==> src/rtl/periph_bus_bridge.sv <==
// Peripheral bus bridge: decodes the peripheral region, drives one chip
// select per slot, waits for ready or times out, and returns read data.
module periph_bus_bridge #(
  parameter int NSLAVES    = 4,
  parameter int REGION_BIT = 11,
  parameter int SLOT_SHIFT = 4,
  parameter int TIMEOUT    = 15
) (
  input  logic                  clk_i,
  input  logic                  reset_i,
  input  logic                  req_valid_i,
  input  logic [31:0]           req_addr_i,
  input  logic [31:0]           req_data_i,
  input  logic [3:0]            req_wmask_i,
  input  logic                  req_wen_i,
  output logic                  stall_o,
  output logic                  rsp_valid_o,
  output logic [31:0]           rsp_data_o,
  output logic                  bus_err_o,
  output logic [31:0]           err_addr_o,
  output logic [NSLAVES-1:0]    p_csb_o,
  output logic [31:0]           p_addr_o,
  output logic [31:0]           p_data_o,
  output logic [3:0]            p_wmask_o,
  output logic                  p_wen_o,
  input  logic [32*NSLAVES-1:0] p_rdata_i,
  input  logic [NSLAVES-1:0]    p_ready_i
);

  localparam int SEL_W = (NSLAVES > 1) ? $clog2(NSLAVES) : 1;
  localparam int CW    = (TIMEOUT > 0) ? $clog2(TIMEOUT + 1) : 1;

  localparam logic [SEL_W:0] NS_L    = (SEL_W + 1)'(NSLAVES);
  localparam logic [CW-1:0]  TO_LAST =
    CW'((TIMEOUT > 0) ? TIMEOUT - 1 : 0);

  typedef enum logic [1:0] {
    S_IDLE,
    S_ACCESS,
    S_RESP
  } state_t;

  state_t           state_q, state_d;
  logic [SEL_W-1:0] slot_q;
  logic             err_q, err_d;
  logic [CW-1:0]    cnt_q, cnt_d;
  logic [31:0]      rsp_data_d;
  logic             latch;

  logic             hit;
  logic [SEL_W-1:0] req_slot;
  logic             req_mapped;
  logic             sel_ready;
  logic [31:0]      sel_rdata;
  logic             timed_out;

  assign hit        = req_valid_i & req_addr_i[REGION_BIT];
  assign req_slot   = req_addr_i[SLOT_SHIFT +: SEL_W];
  assign req_mapped = ({1'b0, req_slot} < NS_L);
  assign timed_out  = (TIMEOUT != 0) && (cnt_q == TO_LAST);

  // Mux the selected slave's ready/data and decode its chip select.
  always_comb begin
    sel_ready = 1'b0;
    sel_rdata = '0;
    p_csb_o   = '1;
    for (int k = 0; k < NSLAVES; k++) begin
      if (slot_q == SEL_W'(k)) begin
        sel_ready = p_ready_i[k];
        sel_rdata = p_rdata_i[32*k +: 32];
        if (state_q == S_ACCESS) begin
          p_csb_o[k] = 1'b0;
        end
      end
    end
  end

  always_comb begin
    state_d    = state_q;
    err_d      = err_q;
    cnt_d      = cnt_q;
    rsp_data_d = rsp_data_o;
    latch      = 1'b0;
    unique case (state_q)
      S_IDLE: begin
        if (hit) begin
          latch = 1'b1;
          cnt_d = '0;
          if (req_mapped) begin
            err_d   = 1'b0;
            state_d = S_ACCESS;
          end else begin
            err_d      = 1'b1;
            rsp_data_d = '0;
            state_d    = S_RESP;
          end
        end
      end
      S_ACCESS: begin
        if (sel_ready) begin
          err_d      = 1'b0;
          rsp_data_d = p_wen_o ? sel_rdata : '0;
          state_d    = S_RESP;
        end else if (timed_out) begin
          err_d      = 1'b1;
          rsp_data_d = '0;
          state_d    = S_RESP;
        end else if (cnt_q != '1) begin
          cnt_d = cnt_q + 1'b1;
        end
      end
      S_RESP: begin
        cnt_d   = '0;
        err_d   = 1'b0;
        state_d = S_IDLE;
      end
      default: begin
        state_d = S_IDLE;
      end
    endcase
  end

  always_ff @(posedge clk_i or negedge reset_i) begin
    if (!reset_i) begin
      state_q    <= S_IDLE;
      slot_q     <= '0;
      err_q      <= 1'b0;
      cnt_q      <= '0;
      rsp_data_o <= '0;
      err_addr_o <= '0;
      p_addr_o   <= '0;
      p_data_o   <= '0;
      p_wmask_o  <= '0;
      p_wen_o    <= 1'b1;
    end else begin
      state_q    <= state_d;
      err_q      <= err_d;
      cnt_q      <= cnt_d;
      rsp_data_o <= rsp_data_d;
      if (latch) begin
        slot_q    <= req_slot;
        p_addr_o  <= req_addr_i;
        p_data_o  <= req_data_i;
        p_wmask_o <= req_wmask_i;
        p_wen_o   <= req_wen_i;
      end
      if (state_q == S_RESP && err_q) begin
        err_addr_o <= p_addr_o;
      end
    end
  end

  // Stall drops with reset so a held core request is released at once.
  assign stall_o = reset_i &
    (((state_q == S_IDLE) & hit) | (state_q == S_ACCESS));
  assign rsp_valid_o = (state_q == S_RESP);
  assign bus_err_o   = (state_q == S_RESP) & err_q;

endmodule

==> config.mk <==
export PLATFORM = sky130hd
export DESIGN_NAME = periph_bus_bridge
export DESIGN_NICKNAME = d
export VERILOG_FILES = /design/src/rtl/periph_bus_bridge.sv
export SDC_FILE = /design/constraint.sdc
export NUM_CORES = 1
export LEC_CHECK = 0
export CAP_MARGIN = 20
export CORE_ASPECT_RATIO = 0.8
export CORE_MARGIN = 2
export CORE_UTILIZATION = 39
export DETAILED_ROUTE_END_ITERATION = 10
export PLACE_DENSITY = 0.81
export SLEW_MARGIN = 10
export SYNTH_ARGS = -nofsm -noshare
export SYNTH_HDL_FRONTEND = slang
export SYNTH_SLANG_ARGS = --single-unit
==> constraint.sdc <==
create_clock -name clk_i -period 2.2 [get_ports clk_i]
set_clock_uncertainty 0.2 [all_clocks]
set_input_delay 0.44 -clock clk_i [delete_from_list [all_inputs] [get_ports clk_i]]
set_output_delay 0.44 -clock clk_i [all_outputs]
set_load 0.03 [all_outputs]
==> results of run 1 <==
-- worst register-to-register path, stage by stage (launching register included) --
cell       delay, ns
dfrtp_1         0.42
ha_1            0.24
and4b_1         0.19
a221oi_1        0.57
a31oi_1         0.18
a2bb2oi_1       0.17
-- synth_stat cells, drive strengths merged --
cell type / n
a211oi: 1
a21o: 1
a21oi: 4
a221oi: 1
a22o: 32
a2bb2oi: 1
a31oi: 2
and2b: 1
and3: 3
and4: 1
and4b: 1
buf: 24
clkbuf: 3
dfrtp: 139
dfstp: 1
ha: 2
inv: 4
mux2: 100
mux4: 33
nand2: 5
nand2b: 2
nand3: 1
nand3b: 2
nor2: 2
nor2b: 1
nor3: 1
o21a: 1
o21ai: 2
o21bai: 1
o2bb2ai: 1
o31ai: 1
or2: 1
or3: 1
-- state kept, by name, indices dropped and copies added, names as in the netlist, 2 cells and up --
| name | count |
|---|---|
| err_addr_o | 32 |
| p_addr_o | 32 |
| p_data_o | 32 |
| rsp_data_o | 32 |
| cnt_q | 4 |
| p_wmask_o | 4 |
| state_q | 2 |
-- cell usage in the layout (no fill, tap or decap), drive strengths merged, types with 3 or more instances in the layout --
cell           count
clkbuf            20
and3               3
inv                8
mux4              33
nand2              5
buf               31
clkdlybuf4s50    332
dfrtp            139
mux2             100
a21oi              4
a22o              32
bufinv             4
clkinv             5
-- kinds of logic after synthesis --
logic type,share of synthesized area
AND/OR/NAND/NOR,0.02251
adder cells (fa/ha/maj),0.004093
buffers and inverters,0.03049
flip-flops,0.5733
AO/OA/AOI/OAI,0.06386
multiplexers,0.3058
-- per-layer routing --
metal | vias up | track usage | wire, um
li1 | 2145 | - | -
met1 | 2387 | 0.2423 | 6800
met2 | 223 | 0.3708 | 8904
met3 | 27 | 0.07521 | 1660
met4 | 0 | 0.07320 | 348
met5 | - | 0 | 0
-- through the flow --
| step | TNS [ns] | cell area (um^2) | std cells | worst slack [ns] |
|---|---|---|---|---|
| after floorplan | 0 | 6116 | 376 | 0.06015 |
| after global placement | -1.593 | 9837 | 922 | -0.03487 |
| after detailed placement | -5.524 | 9837 | 922 | -0.1332 |
| after CTS | -0.03205 | 10520 | 956 | -0.03205 |
| after global routing | -0.1180 | 10520 | 958 | -0.07553 |
| final | -0.01797 | 10520 | 958 | -0.01797 |
-- worst min-delay path by stage --
stage | cells past startpoint | slack (ns) | endpoint
6_report | 2 | -0.08 | p_addr_o[27]$_DFFE_PN0P_
5_1_grt | 2 | 0.03 | p_addr_o[27]$_DFFE_PN0P_
4_1_cts | 2 | 0.01 | p_addr_o[15]$_DFFE_PN0P_
3_5_place_dp | 1 | 0.27 | p_data_o[4]$_DFFE_PN0P_
3_3_place_gp | 1 | 0.27 | p_data_o[30]$_DFFE_PN0P_
2_1_floorplan | 0 | -0.06 | cnt_q[0]$_DFFE_PN0P_
-- power breakdown --
group,switching [uW],leakage (uW),internal [uW],total (uW)
sequential,634,0.00177,3550,4180
clock,1130,0.000309,1930,3060
combinational,3650,0.00240,3410,7060
-- what timing repair did --
| item | 4_1_cts | 5_1_grt |
|---|---|---|
| gates resized for setup | 14 | 7 |
| buffers inserted | 2 | 2 |
| pin swaps | 1 | 1 |
| hold buffers | 0 | 0 |
| cloned | 0 | 0 |
| endpoints found under the setup margin | 7 | 8 |
-- area by class of cell --
| cell class | instances | area share |
|---|---|---|
| clock buffers | 18 | 0.04079 |
| well taps | 210 | 0.02497 |
| flip-flops and latches | 140 | 0.3333 |
| clock inverters | 14 | 0.02010 |
| multi-input cells | 205 | 0.2325 |
| inverters | 4 | 0.001427 |
| repair buffers | 367 | 0.3469 |
==> qor.yml, run 1 <==
cells_and_area:
  syn2layout_area_growth_pct: 72.10
  drive_gt1_frac: 0.1484
  n_antenna_cell: 0
  ff_latch_area_um2: 3507
  multi_input_area_um2: 2446
  num-fill-cells: 1054
  nets: 941
  final_util: 0.6938
flow_run:
  cap_violations: 0
synth:
  synth_seq_cells: 140
  ys_types: 40
  syn-cell-area_um2: 6113
  seq_area_frac_synth: 0.5733
  yosysWarnings: 0
  syn_nets: 582
  synth.avg_cell_area_um2: 16.26
  yosysTopAreaCell: "dfrtp_1"
  synthCells: 376
  synthTopCellsByArea: "dfrtp_1 (57%), mux2_1 (18%), mux4_2 (12%)"
  synth_top_area_frac: 0.5690
setup_path:
  r2r-start: "cnt_q[1]$_DFFE_PN0P_"
  rrSetupSlack_ns: 0.10
  startpoint_type: "flop"
  endpoint: "p_csb_o[0]"
  crit_type: "flop to primary output"
  slowest_delay_ns: 0.43
  required_ns: 1.56
  arrival_ns: 1.58
  path_max_fanout: 5
  cp_num_buf_inv: 2
  crit_cells: 4
  reg2regPathDepth: 5
  r2r-end: "cnt_q[3]$_DFFE_PN0P_"
  path_cells: "nand2b_4 -> buf_6 -> or3_4 -> buf_6"
  cp_slowest_cell: "dfrtp_1"
  critPathTopFamily: "simple AND/OR/NAND/NOR gates"
  cpMostUsedCell: "buf_6"
  worstSetupEndpointType: "primary output"
  critPathLaunch: "state_q[1]$_DFFE_PN0P_"
timing:
  max_slew_margin: 0.4730
  holdWs_ns: -0.07556
  rsz0062_at_grt: "true"
  tightestPinTransition_ns: 0.7905
  clock.fmax_mhz: 450.9
  layout_setup_ws_ns: -0.01797
  setup_viol: 1
  period_needed_ns: 2.218
  layout_worst_path_cycle_share: 1.008
  hold_viol: 43
  slew_violations: 0
power_and_ir_drop:
  p_total_uw: 14300
  leakage_uw: 0.004473
  ir_drop_mv: 0.7035
  pwr_density_cell_nw_per_um2: 1359
cts:
  numCtsBuffers: 17
  cts_sinks: 140
  clk_path_buf_depth: 2
  root_buffer: "clkbuf_16"
  clock_latency_ns: 0.40
  cts_tree: "built"
  clk_pin_slew_ns: 0.06
  htree_levels: 4
die:
  core-area_um2: 15160
  die_w_um: 144.0
  die_area_um2: 16700
  rows: 40
  start_util: 0.4031
  top_level_ports: 344
  chipHeight_um: 116.0
place:
  dp_hpwl_mm: 13.58
  globalplace.congestion: 0.8832
  port_buffers: 343
global_routing:
  grt_use_total: 0.2117
  antenna_found_initial: 0
  grt_pass1_wl_mm: 27.10
  grt_start_max_net_pins: 141
  grt_pass1_vias: 5127
  gr-total-overflow: 0
detailed_routing:
  ant_nets: 0
  dr.pass1.iters: 4
  wl_mm: 17.71
  via_count: 4782
  post_drt_wl_per_cell_um: 18.49
  drtIter0Drc: 140
  viasPerCell: 4.992
  drcViolationCount: 0
status:
  outcome: "finished with violations"
  violations: "negative hold slack, negative setup slack"
worst_hold_path:
  min_path_type: "input pin to asynchronous set/reset pin"
(Power assumes the default switching activity.)
==> run 2: changes to the inputs <==
--- a/config.mk
+++ b/config.mk
@@ -5,7 +5,7 @@
 export SDC_FILE = /design/constraint.sdc
 export NUM_CORES = 1
 export LEC_CHECK = 0
-export CAP_MARGIN = 20
+export CAP_MARGIN = 40
 export CORE_ASPECT_RATIO = 0.8
 export CORE_MARGIN = 2
 export CORE_UTILIZATION = 39
@@ -15,3 +15,4 @@
 export SYNTH_ARGS = -nofsm -noshare
 export SYNTH_HDL_FRONTEND = slang
 export SYNTH_SLANG_ARGS = --single-unit
+export TNS_END_PERCENT = 5
==> run 2 against run 1 <==
Compared with the run above:
- the flow still finishes with violations (negative hold slack, negative setup slack)
- sequential share of layout area grew 0.087 points
- highest routed layer unchanged
- clock power is essentially flat
- hold slack is essentially flat
- largest power group unchanged
- global-route usage shrank 0.081 points
- largest cell class unchanged
==> qor.yml, run 2 (same netlist as run 1, synthesis figures left out) <==
setup_path:
  rrSetupSlack_ns: 0.10  # about the same
  cp_slowest_cell: "dfrtp_2"
  startpoint_type: "flop"
  path_cells: "buf_4 -> nor3_4 -> o21a_1 -> buf_6"
  reg2regPathDepth: 5  # unchanged
  crit_type: "flop to primary output"
  required_ns: 1.56  # about the same
  slowest_delay_ns: 0.46  # +0.03 ns
  worstSetupEndpointType: "primary output"
  r2r-end: "cnt_q[3]$_DFFE_PN0P_"
  arrival_ns: 1.59  # about the same
  path_max_fanout: 7  # +2
  r2r-start: "cnt_q[0]$_DFFE_PN0P_"
die:
  start_util: 0.4031  # unchanged
  rows: 40  # unchanged
  core-area_um2: 15160  # unchanged
  top_level_ports: 344  # unchanged
  die_area_um2: 16700  # unchanged
  chipHeight_um: 116.0  # unchanged
  die_w_um: 144.0  # unchanged
flow_run:
  cap_violations: 0  # unchanged
cells_and_area:
  layout_commonest_cell: "clkdlybuf4s50_1"
  n_antenna_cell: 0  # unchanged
  nets: 937  # -0.43%
  postLayoutCellArea_um2: 10500  # -0.23%
  syn2layout_area_growth_pct: 71.72
  layout_common_cells: "clkdlybuf4s50_1 (332), dfrtp_1 (136), mux2_1 (97)"
  num-fill-cells: 1055  # +0.095%
  drive_gt1_frac: 0.1411  # -0.007267
  ff_latch_area_um2: 3508  # about the same
  final_util: 0.6922  # -0.001568
  multi_input_area_um2: 2444  # -0.10%
power_and_ir_drop:
  ir_drop_mv: 0.6972  # -0.90%
  leakage_uw: 0.004455  # -0.41%
  pwr_density_cell_nw_per_um2: 1358  # -0.13%
global_routing:
  grt_pass1_vias: 5098  # -0.57%
  grt_pass1_wl_mm: 26.96  # -0.53%
  grt_use_total: 0.2109  # -0.0008079
  gr-total-overflow: 0  # unchanged
  antenna_found_initial: 0  # unchanged
  grt_start_max_net_pins: 141  # unchanged
detailed_routing:
  wl_mm: 17.68  # -0.16%
  ant_nets: 0  # unchanged
  drcViolationCount: 0  # unchanged
  viasPerCell: 4.960  # -0.63%
  post_drt_wl_per_cell_um: 18.54  # +0.25%
  drtIter0Drc: 146  # +4.3%
  via_count: 4732  # -1.0%
  dr.pass1.iters: 4  # unchanged
timing:
  hold_viol: 43  # unchanged
  layout_setup_ws_ns: -0.02516  # -0.007188 ns
  tightestPinTransition_ns: 0.7925  # +0.001939 ns
  clock.fmax_mhz: 449.4  # -0.32%
  layout_worst_path_cycle_share: 1.011  # +0.003267
  max_slew_margin: 0.4717  # -0.001293
  setup_viol: 2  # +1
  rsz0062_at_grt: "true"
  period_needed_ns: 2.225  # +0.007188 ns
  slew_violations: 0  # unchanged
  holdWs_ns: -0.07516  # +0.0004020 ns
status:
  violations: "negative hold slack, negative setup slack"
  outcome: "finished with violations"
cts:
  cts_sinks: 140  # unchanged
  root_buffer: "clkbuf_16"
  htree_levels: 4  # unchanged
  cts_hold_buf: 0  # unchanged
  numCtsBuffers: 17  # unchanged
  clock_latency_ns: 0.40  # about the same
  cts_tree: "built"
  clk_path_buf_depth: 2  # unchanged
  clk_pin_slew_ns: 0.06  # about the same
place:
  dp_hpwl_mm: 13.58  # unchanged
  port_buffers: 343  # unchanged
  globalplace.congestion: 0.8832  # unchanged
  place_area_um2: 9837  # unchanged
worst_hold_path:
  min_path_type: "input pin to asynchronous set/reset pin"
[run 2: cell types whose count changed in the layout (fill, tap and decap cells not counted)]
cell,change
nand2_2,-1
dlygate4sd2_1,+2
nand2_1,+1
dfrtp_1,-1
clkbuf_2,-1
buf_2,-1
buf_4,-4
dfrtp_2,+1
[run 2: stage by stage]
step / worst slack, ns / hold WS [ns] / TNS [ns] / std cells / power (uW)
after floorplan: 0.06015 / -0.05559 / 0 / 376 / 8175
after global placement: -0.03487 / 0.2668 / -1.593 / 922 / 11110
after detailed placement: -0.1332 / 0.2737 / -5.524 / 922 / 11280
after CTS: -0.09361 / 0.01032 / -0.1116 / 954 / 14390
after global routing: -0.09809 / 0.02504 / -0.2121 / 954 / 14960
final: -0.02516 / -0.07516 / -0.04296 / 954 / 14250
[run 2: layout make-up]
class / instances / area share
Multi-Input combinational cell: 205 / 0.2328
Timing Repair Buffer: 363 / 0.3455
Inverter: 4 / 0.001430
Sequential cell: 140 / 0.3342
Clock buffer: 18 / 0.04088
Clock inverter: 14 / 0.02014
Tap cell: 210 / 0.02503
[run 2: per-layer routing]
layer | track usage | wire [um] | up-vias
met1 | 0.2412 | 6823 | 2354
met2 | 0.3676 | 8881 | 214
met3 | 0.07645 | 1634 | 27
li1 | - | - | 2137
met5 | 0 | 0 | -
met4 | 0.07451 | 343 | 0
[run 2: worst max path at each step]
stage | from | end | cells past startpoint
3_3_place_gp | p_ready_i[3] | rsp_data_o[5]$_DFFE_PN0P_ | 5
2_1_floorplan | p_addr_o[4]$_DFFE_PN0P_ | rsp_data_o[10]$_DFFE_PN0P_ | 4
4_1_cts | state_q[1]$_DFFE_PN0P_ | p_csb_o[0] | 4
3_5_place_dp | req_valid_i | cnt_q[3]$_DFFE_PN0P_ | 6
5_1_grt | state_q[0]$_DFFE_PN0P_ | stall_o | 4
6_report | state_q[0]$_DFFE_PN0P_ | stall_o | 4
[run 2: timing repair]
item	CTS	global route
buffers inserted	0	0
endpoints found under the setup margin	7	6
pin swaps	1	0
gates resized for setup	9	6
cloned	0	0
[run 2: critical path, delay by kind of cell (launching register included)]
kind | cells | cell delay, ns
compound gates | 1 | 0.16
buf+inv | 2 | 0.31
flops | 1 | 0.46
simple gates | 1 | 0.25
[run 2: where the power goes]
group          switching [uW]  internal, uW  total, uW
clock network            1130          1930       3060
registers                 632          3550       4180
logic                    3640          3370       7020
total                    5400          8850      14300
==> run 3: changes to the inputs <==
--- a/config.mk
+++ b/config.mk
@@ -10,9 +10,8 @@
 export CORE_MARGIN = 2
 export CORE_UTILIZATION = 39
 export DETAILED_ROUTE_END_ITERATION = 10
-export PLACE_DENSITY = 0.81
+export PLACE_DENSITY_LB_ADDON = 0.2
 export SLEW_MARGIN = 10
 export SYNTH_ARGS = -nofsm -noshare
 export SYNTH_HDL_FRONTEND = slang
 export SYNTH_SLANG_ARGS = --single-unit
-export TNS_END_PERCENT = 5
==> run 3 against run 2 <==
Compared with the run above:
- worst setup slack better by 0.044 ns
- routed wire length is 7.2% higher
- critical path type unchanged
- power is 0.91% higher
- via count is 3.3% higher
- the flow now finishes without violations
- core utilization is 1.1 points higher
- die area stayed put
- largest cell class unchanged
- non-clock buffer count is 22 higher
==> qor.yml, run 3 (same netlist as run 1, synthesis figures left out) <==
status:
  outcome: "finished clean"
worst_hold_path:
  min_path_type: "flop to flop"
  hold_depth: 1
  min_from: "p_data_o[18]$_DFFE_PN0P_"
  min_to: "p_data_o[18]$_DFFE_PN0P_"
cts:
  cts_tree: "built"
  cts_sinks: 140  # unchanged
  clk_pin_slew_ns: 0.06  # about the same
  numCtsBuffers: 17  # unchanged
  root_buffer: "clkbuf_16"
  htree_levels: 4  # unchanged
  clock_latency_ns: 0.41  # about the same
  clk_path_buf_depth: 2  # unchanged
setup_path:
  r2r-start: "p_addr_o[4]$_DFFE_PN0P_"
  crit_type: "flop to primary output"
  path_max_fanout: 4  # -3
  rrSetupSlack_ns: 0.14  # +0.04 ns
  worstSetupEndpointType: "primary output"
  required_ns: 1.56  # about the same
  startpoint_type: "flop"
  reg2regPathDepth: 5  # unchanged
  arrival_ns: 1.54  # -0.05 ns
  r2r-end: "cnt_q[3]$_DFFE_PN0P_"
place:
  globalplace.congestion: 0.9339  # +5.7%
  dp_cells: 931  # +0.98%
  port_buffers: 343  # unchanged
  dp_hpwl_mm: 14.39  # +6.0%
cells_and_area:
  syn2layout_area_growth_pct: 74.33
  drive_gt1_frac: 0.1636  # +0.02248
  n_antenna_cell: 0  # unchanged
  final_util: 0.7028  # +0.01056
  ff_latch_area_um2: 3506  # about the same
  num-fill-cells: 1088  # +3.1%
  stdcell_count: 974  # +2.1%
  layout_common_cells: "clkdlybuf4s50_1 (331), dfrtp_1 (138), mux2_1 (97)"
  nets: 959  # +2.3%
  multi_input_area_um2: 2454  # +0.41%
  layout_commonest_cell: "clkdlybuf4s50_1"
detailed_routing:
  drcViolationCount: 0  # unchanged
  wl_mm: 18.96  # +7.2%
  dr.pass1.iters: 5  # +1
  post_drt_wl_per_cell_um: 19.47  # +5.0%
  viasPerCell: 5.020  # +1.2%
  drtIter0Drc: 196  # +34%
  ant_nets: 0  # unchanged
  top_layer_used: "met4"
  wl_met1_mm: 7.539  # +10%
  dr_wl_met3_mm: 1.686  # +3.2%
  via_count: 4889  # +3.3%
  dr_wl_met2_mm: 9.306  # +4.8%
global_routing:
  grt_pass1_wl_mm: 29.46  # +9.3%
  grt_use_total: 0.2354  # +0.02456
  grt_pass1_vias: 5406  # +6.0%
  antenna_found_initial: 0  # unchanged
  gr-total-overflow: 0  # unchanged
  grt_start_max_net_pins: 141  # unchanged
power_and_ir_drop:
  ir_drop_mv: 0.6916  # -0.81%
  leakage_uw: 0.004565  # +2.5%
  pwr_density_cell_nw_per_um2: 1349  # -0.61%
  p_total_uw: 14380  # +0.91%
timing:
  holdWs_ns: 0.2863  # +0.3615 ns
  clock.fmax_mhz: 458.5  # +2.0%
  rsz0062_at_grt: "true"
  max_slew_margin: 0.5046  # +0.03295
  layout_worst_path_cycle_share: 0.9913  # -0.02013
  tightestPinTransition_ns: 0.7430  # -0.04942 ns
  period_needed_ns: 2.181  # -0.04429 ns
  setup_viol: 0  # -2
  hold_viol: 0  # -100%
  slew_violations: 0  # unchanged
die:
  die_area_um2: 16700  # unchanged
  top_level_ports: 344  # unchanged
  die_w_um: 144.0  # unchanged
  chipHeight_um: 116.0  # unchanged
  start_util: 0.4031  # unchanged
  rows: 40  # unchanged
  core-area_um2: 15160  # unchanged
flow_run:
  cap_violations: 0  # unchanged
run 3: cell count changes in the layout (fill, tap and decap cells not counted), moves of 2 or more:
cell / previous run / this run
inv_6: 2 / 0
clkbuf_8: 0 / 3
buf_6: 5 / 8
nand2_2: 0 / 2
nand2_1: 5 / 3
clkbuf_1: 1 / 3
dfrtp_2: 3 / 1
inv_8: 2 / 0
dfrtp_1: 136 / 138
clkinv_2: 0 / 2
dlygate4sd2_1: 4 / 1
buf_4: 17 / 38
clkinv_4: 5 / 0
run 3: final cells by class:
cell class | instances | share of cell area
Timing Repair Buffer | 385 | 0.3570
Sequential cell | 140 | 0.3290
Multi-Input combinational cell | 205 | 0.2302
Clock buffer | 23 | 0.04485
Tap cell | 210 | 0.02465
Clock inverter | 7 | 0.01291
Inverter | 4 | 0.001409
run 3: critical path, cell delays in order, from the launching register on:
cell	delay, ns
dfrtp_1	0.39
buf_6	0.13
nand2b_4	0.14
or3_4	0.33
buf_6	0.15
run 3: power breakdown:
group          leakage (uW)  switching [uW]  internal, uW
Sequential          0.00177             581          3550
Combinational       0.00250            3760          3490
Clock              0.000299            1030          1970
Total               0.00457            5370          9010
run 3: layer usage:
layer | up-vias | track usage
met4 | 0 | 0.08758
met2 | 204 | 0.3949
met3 | 32 | 0.09174
met5 | - | 0
li1 | 2184 | -
met1 | 2469 | 0.2766
run 3: how the worst max path moves through the flow:
stage                                  from                          to  slack, ns  cells after the start
floorplan           p_addr_o[4]$_DFFE_PN0P_  rsp_data_o[10]$_DFFE_PN0P_       0.06                      4
global placement               p_ready_i[2]   rsp_data_o[7]$_DFFE_PN0P_      -0.16                      5
detailed placement             p_ready_i[2]  rsp_data_o[11]$_DFFE_PN0P_      -0.25                      5
CTS                  state_q[1]$_DFFE_PN0P_                  p_csb_o[0]      -0.02                      4
global route                 req_addr_i[11]                     stall_o      -0.07                      6
finish               state_q[1]$_DFFE_PN0P_                  p_csb_o[0]       0.02                      4
run 3: stage by stage:
step	cell area [um^2]	worst slack [ns]	setup TNS, ns
detailed placement	9897	-0.2543	-9.206
floorplan	6116	0.06015	0
global route	10660	-0.07077	-0.1061
global placement	9897	-0.1612	-5.887
CTS	10580	-0.01898	-0.03061
finish	10660	0.01914	0
run 3: repair_timing:
| action | in CTS | in global routing |
|---|---|---|
| hold buffers | 1 | 0 |
| hold endpoints to repair | 62 | 0 |
| setup buffers | 3 | 9 |
| gates resized for setup | 11 | 6 |
| setup endpoints to repair | 6 | 4 |
| pin swaps | 0 | 1 |
